### src/rtl/lshift_reg_pkg.sv
// Shared constants and helpers for lshift_reg and other walking-bit generators.
package lshift_reg_pkg;

    localparam int unsigned LSHIFT_REG_W_DEFAULT = 8;
    // Widest register the shared rotl helper supports.
    localparam int unsigned LSHIFT_REG_W_MAX = 64;
    // Every bit of the register resets to this value (all-zero contents).
    localparam logic LSHIFT_REG_RST_BIT = 1'b0;

    // Rotate the low w bits of v left by one; bits at and above w come back as 0.
    function automatic logic [LSHIFT_REG_W_MAX-1:0] rotl(
        input logic [LSHIFT_REG_W_MAX-1:0] v,
        input int unsigned w
    );
        logic [LSHIFT_REG_W_MAX-1:0] r;
        r = '0;
        for (int unsigned i = 0; i < LSHIFT_REG_W_MAX; i++) begin
            if (i < w) begin
                r[i] = (i == 0) ? v[w-1] : v[i-1];
            end
        end
        return r;
    endfunction

endpackage

### src/rtl/lshift_reg.sv
// Parallel-loadable left-rotate register (walking-bit / pattern generator).
// Optional registered wrap flag when LSHIFT_REG_WRAP_FLAG_EN is defined.
module lshift_reg
    import lshift_reg_pkg::*;
#(
    parameter int unsigned WIDTH = LSHIFT_REG_W_DEFAULT
) (
    input  logic             clk,
    input  logic             rstn,
    input  logic [WIDTH-1:0] load_val,
    input  logic             load_en,
    output logic [WIDTH-1:0] op
`ifdef LSHIFT_REG_WRAP_FLAG_EN
    ,
    output logic             wrap
`endif
);

    if (WIDTH < 2 || WIDTH > LSHIFT_REG_W_MAX) begin : g_bad_width
        $error("lshift_reg: WIDTH out of range");
    end

    logic [LSHIFT_REG_W_MAX-1:0] op_wide;
    logic [LSHIFT_REG_W_MAX-1:0] rot_wide;
    logic [WIDTH-1:0]            rot;
    logic                        unused_rot_bits;

    assign op_wide         = LSHIFT_REG_W_MAX'(op);
    assign rot_wide        = rotl(op_wide, WIDTH);
    assign rot             = rot_wide[WIDTH-1:0];
    assign unused_rot_bits = &{1'b0, rot_wide};

    always_ff @(posedge clk or negedge rstn) begin
        if (!rstn) begin
            op <= {WIDTH{LSHIFT_REG_RST_BIT}};
        end else if (load_en) begin
            op <= load_val;
        end else begin
            op <= rot;
        end
    end

`ifdef LSHIFT_REG_WRAP_FLAG_EN
    // Flags a 1 crossing from MSB to LSB on the rotate edge just taken.
    always_ff @(posedge clk or negedge rstn) begin
        if (!rstn) begin
            wrap <= 1'b0;
        end else if (load_en) begin
            wrap <= 1'b0;
        end else begin
            wrap <= op[WIDTH-1];
        end
    end
`endif

endmodule

### config.mk
export PLATFORM = sky130hd
export DESIGN_NAME = lshift_reg
export DESIGN_NICKNAME = d
export VERILOG_FILES = /design/src/rtl/lshift_reg_pkg.sv /design/src/rtl/lshift_reg.sv
export SDC_FILE = /design/constraint.sdc
export NUM_CORES = 1
export LEC_CHECK = 0
export CORE_AREA = 3 3 40 42
export CTS_BUF_LIST = sky130_fd_sc_hd__clkbuf_2
export CTS_CLUSTER_DIAMETER = 30
export DETAILED_ROUTE_END_ITERATION = 12
export DIE_AREA = 0 0 43 45
export PLACE_DENSITY = 0.57
export SKIP_CTS_REPAIR_TIMING = 1
export SKIP_LAST_GASP = 1
export SLEW_MARGIN = 15
export SYNTH_ARGS = -nofsm -noshare
export SYNTH_HDL_FRONTEND = slang
export SYNTH_SLANG_ARGS = --single-unit
### constraint.sdc
create_clock -name clk -period 1.2 [get_ports clk]
set_input_delay 0.18 -clock clk [delete_from_list [all_inputs] [get_ports clk]]
set_output_delay 0.18 -clock clk [all_outputs]
set_load 0.05 [all_outputs]
* Word level (Yosys, flattened, before mapping)
Index checks and enable logic that the tools add are counted.
Word-level totals: bits in writable memories 0, output and inout bits 8, memories kept 0, word-level logic and storage cells 2, input bits 11, bits in latches 0, ROM bits 0, bits in registers 8
Cells by class: add/subtract/negate cells 0, $mul 0, bitwise gates (word level) 0, equal/unequal tests 0, shifts and indexed selects 0, multiplexer cells 1, order comparisons 0, divide/modulo/power cells 0, reductions and logical operators 0
Operator list (number):
- $mux 8 | 1

* Longest topological paths before layout
depth after elaboration 1, depth in mapped cells 2, mapped depth without buffers 1

* Worst setup path before layout
OpenSTA, ideal clock, no wires.
path type register to register, start register op[7], end register op[0], path slack 0.206 ns, data required time 1.075 ns, library setup time 0.125 ns, buffers on the path 0, clock period less this slack 0.994 ns, arrival 0.869 ns, cell stages (with the launch flop) 2, path through dfrtp_1 -> mux2_4
Between the ends: longest elaborated chain between the ends 1
RTL lines:
- start, declared | RTL line lshift_reg.sv:12 | output logic [WIDTH-1:0] op
- start signal, assigned | RTL line lshift_reg.sv:35 | op <= {WIDTH{LSHIFT_REG_RST_BIT}};
- start signal, assigned | RTL line lshift_reg.sv:37 | op <= load_val;
- start signal, assigned | RTL line lshift_reg.sv:39 | op <= rot;
- $mux 8 | RTL line lshift_reg.sv:36 | end else if (load_en) begin
No other way between the ends.

* Final worst setup path
start register op[6], end output port op[6]
No word-level cell between the ends.

==> out/metrics.csv <==
stage,metric,value,unit
global_routing,grt_max_degree,9,
synthesis,syn_inst,17,
worst_setup_path,crit_type,register to primary output,
placed_design,numPortBuffers,18,
worst_setup_path,timing.reg2reg.worst_path_depth,1,
synthesis,yosys_warnings,0,
clocking,path_clk_slew,0.08,ns
worst_setup_path,crit_start,op[6],
synthesis,synth_top_cells_by_area,"dfrtp_1 60%, mux2_4 36%, buf_6 3.4%",
worst_setup_path,endpoint_kind,primary output,
worst_setup_path,r2r_end,op[3],
sta,setup_ws,0.195,ns
pwr,total_power,0.000801,W
synthesis,synth.ff_latch_count,8,
drt,drt_drc_violations_left,0,
layout,top_regs,op: 8 flops,
global_routing,grt_pass1_wl,1210,um
sta,relSlewSlack,0.753,
synthesis,synth_common_cells,"8 x dfrtp_1, 8 x mux2_4, 1 x buf_6",
sta,setup_viol,0,
sta,fmax,995,MHz
pwr,pwr-share-seq,0.411,
worst_setup_path,critPathRequiredTime,1.02,ns
global_routing,grt.overflow.total,0,
pwr,p_sw,0.000260,W
placed_design,gp_congestion,0.669,
synthesis,yosysUniqueCellTypes,3,
synthesis,avgSynthCellArea,19.5,sq um
clocking,cts.sinks,8,
layout,antenna_cells,0,
synthesis,synth_nets,28,
placed_design,place_ws,-0.0567,ns
drt,vias_per_cell,4.06,
global_routing,grt_pass1_vias,262,
floorplan,die_h,45,um
floorplan,num_rows,13,
placed_design,dp_hpwl,609,um
synthesis,synth_area_leader_cell,dfrtp_1,
drt,num_vias,215,
floorplan,dieArea,0.00194,sq mm
sta,timing.final.hold_violations,0,
floorplan,fp.coreArea,0.00128,sq mm
pwr,comb_power_share,0.388,
clocking,htree_levels,1,
clocking,cts_tree,done,
drt,wl_per_cell,14.7,um
synthesis,synth_top_area_share,0.604,
floorplan,start_util,0.258,
synthesis,ys_seq_area_frac,0.604,
pwr,swShare,0.324,
worst_setup_path,critPathTopFamily,flip-flops,
pwr,ir_drop,0.457,mV
worst_hold_path,hp-class,input port to asynchronous set/reset pin,
worst_setup_path,crit_buf_inv,1,
pwr,cellPowerDensity,1260,mW/mm^2
layout,top_register,op,
run,drv_cap,0,
sta,finClkSkew,0.00289,ns
synthesis,synthesis.area,332,sq um
clocking,cts_root_buf,clkbuf_2,
global_routing,antenna_found_initial,0,
synthesis,yosys_most_used_dff,dfrtp_1,
synthesis,synth_edf_count,0,
worst_setup_path,cpMaxStageDelayCell,dfrtp_1,
layout,drive_above_1_share,0.526,
sta,fin_tns_setup,0,ns
clocking,cts_buffers,3,
drt,drt_iter0_markers,2,
worst_setup_path,r2r_setup_slack,0.39,ns
floorplan,num_io_pins,19,
worst_setup_path,cp_data_arrival_time,0.83,ns
synthesis,ys_async_sr_fraction,1.00,
drt,antenna_left,0,
worst_setup_path,start_kind,register,
sta,tightest_slew,0.369,ns
drt,drt-pass1-iter-count,2,
clocking,insertion_delay,0.23,ns
floorplan,die_w,43,um
pwr,leakage,0.295,nW
worst_setup_path,crit_fanout,2,
worst_setup_path,r2r_start,op[2],
sta,period_minus_slack,1.01,ns
global_routing,grtUsageTotal,0.0927,
sta,slew_viol_final,0,
clocking,clock_path_buffers,2,
pwr,power_frac_clock,0.202,
drt,drt-total-wl,781,um
layout,syn_to_final_growth,91.3,%
pwr,internal_power,0.000541,W
sta,rsz0062_at_grt,no,
layout,largest_register_ff_count,8,
worst_setup_path,crit_chain,buf_12,
sta,whs,0.219,ns
worst_setup_path,max_stage_delay,0.42,ns
layout,nNetsFinal,51,
run_status,status,finished clean,
sta,finalCritPeriodShare,0.838,
cell families (layout without fill, tap and decap cells):
| kind of cell | count (synthesis) | in the layout | synth area share |
|---|---|---|---|
| mux | 8 | 8 | 0.362 |
| buf+inv | 1 | 22 | 0.0340 |
| flops | 8 | 8 | 0.604 |
through the flow:
step	util	instances	area, sq um
6_report	0.494	53	634
5_1_grt	0.494	53	634
4_1_cts	0.494	53	634
3_5_place_dp	0.482	50	619
3_3_place_gp	0.482	50	619
2_1_floorplan	-	17	332
cells in the final DEF (no fill, tap or decap):
cell type	n
clkdlybuf4s50_1	10
buf_12	9
mux2_4	8
dfrtp_1	8
clkbuf_2	3
power by group through the flow:
stage          combinational (W)  sequential [W]  clock [W]
2_1_floorplan          0.0000532        0.000412          0
3_3_place_gp            0.000310        0.000332          0
3_5_place_dp            0.000313        0.000334          0
4_1_cts                 0.000314        0.000330   0.000173
5_1_grt                 0.000319        0.000332   0.000190
6_report                0.000310        0.000329   0.000162
worst max-delay path by stage:
stage,to,depth (start not counted)
after floorplan,op[0],1
after global placement,op[4],3
after detailed placement,op[6],3
after CTS,op[4],1
after global routing,op[2],1
final,op[6],1
cell type report:
type                    instances  area, sq um
multi-input cells               8          120
repair buffers                 19          280
well taps                      15         18.8
clock buffers                   3         15.0
fillers                       117          651
flip-flops and latches          8          200
per-layer routing:
layer  global-route usage  vias to the layer above  part of all wire
met4               0.0723                        0                 0
li1                     -                      101                 -
met5                    0                        -                 0
met1               0.0998                      107              0.42
met3               0.0518                        0             0.060
met2                0.135                        7              0.52
No activity file was read; power rests on OpenSTA's default activity.
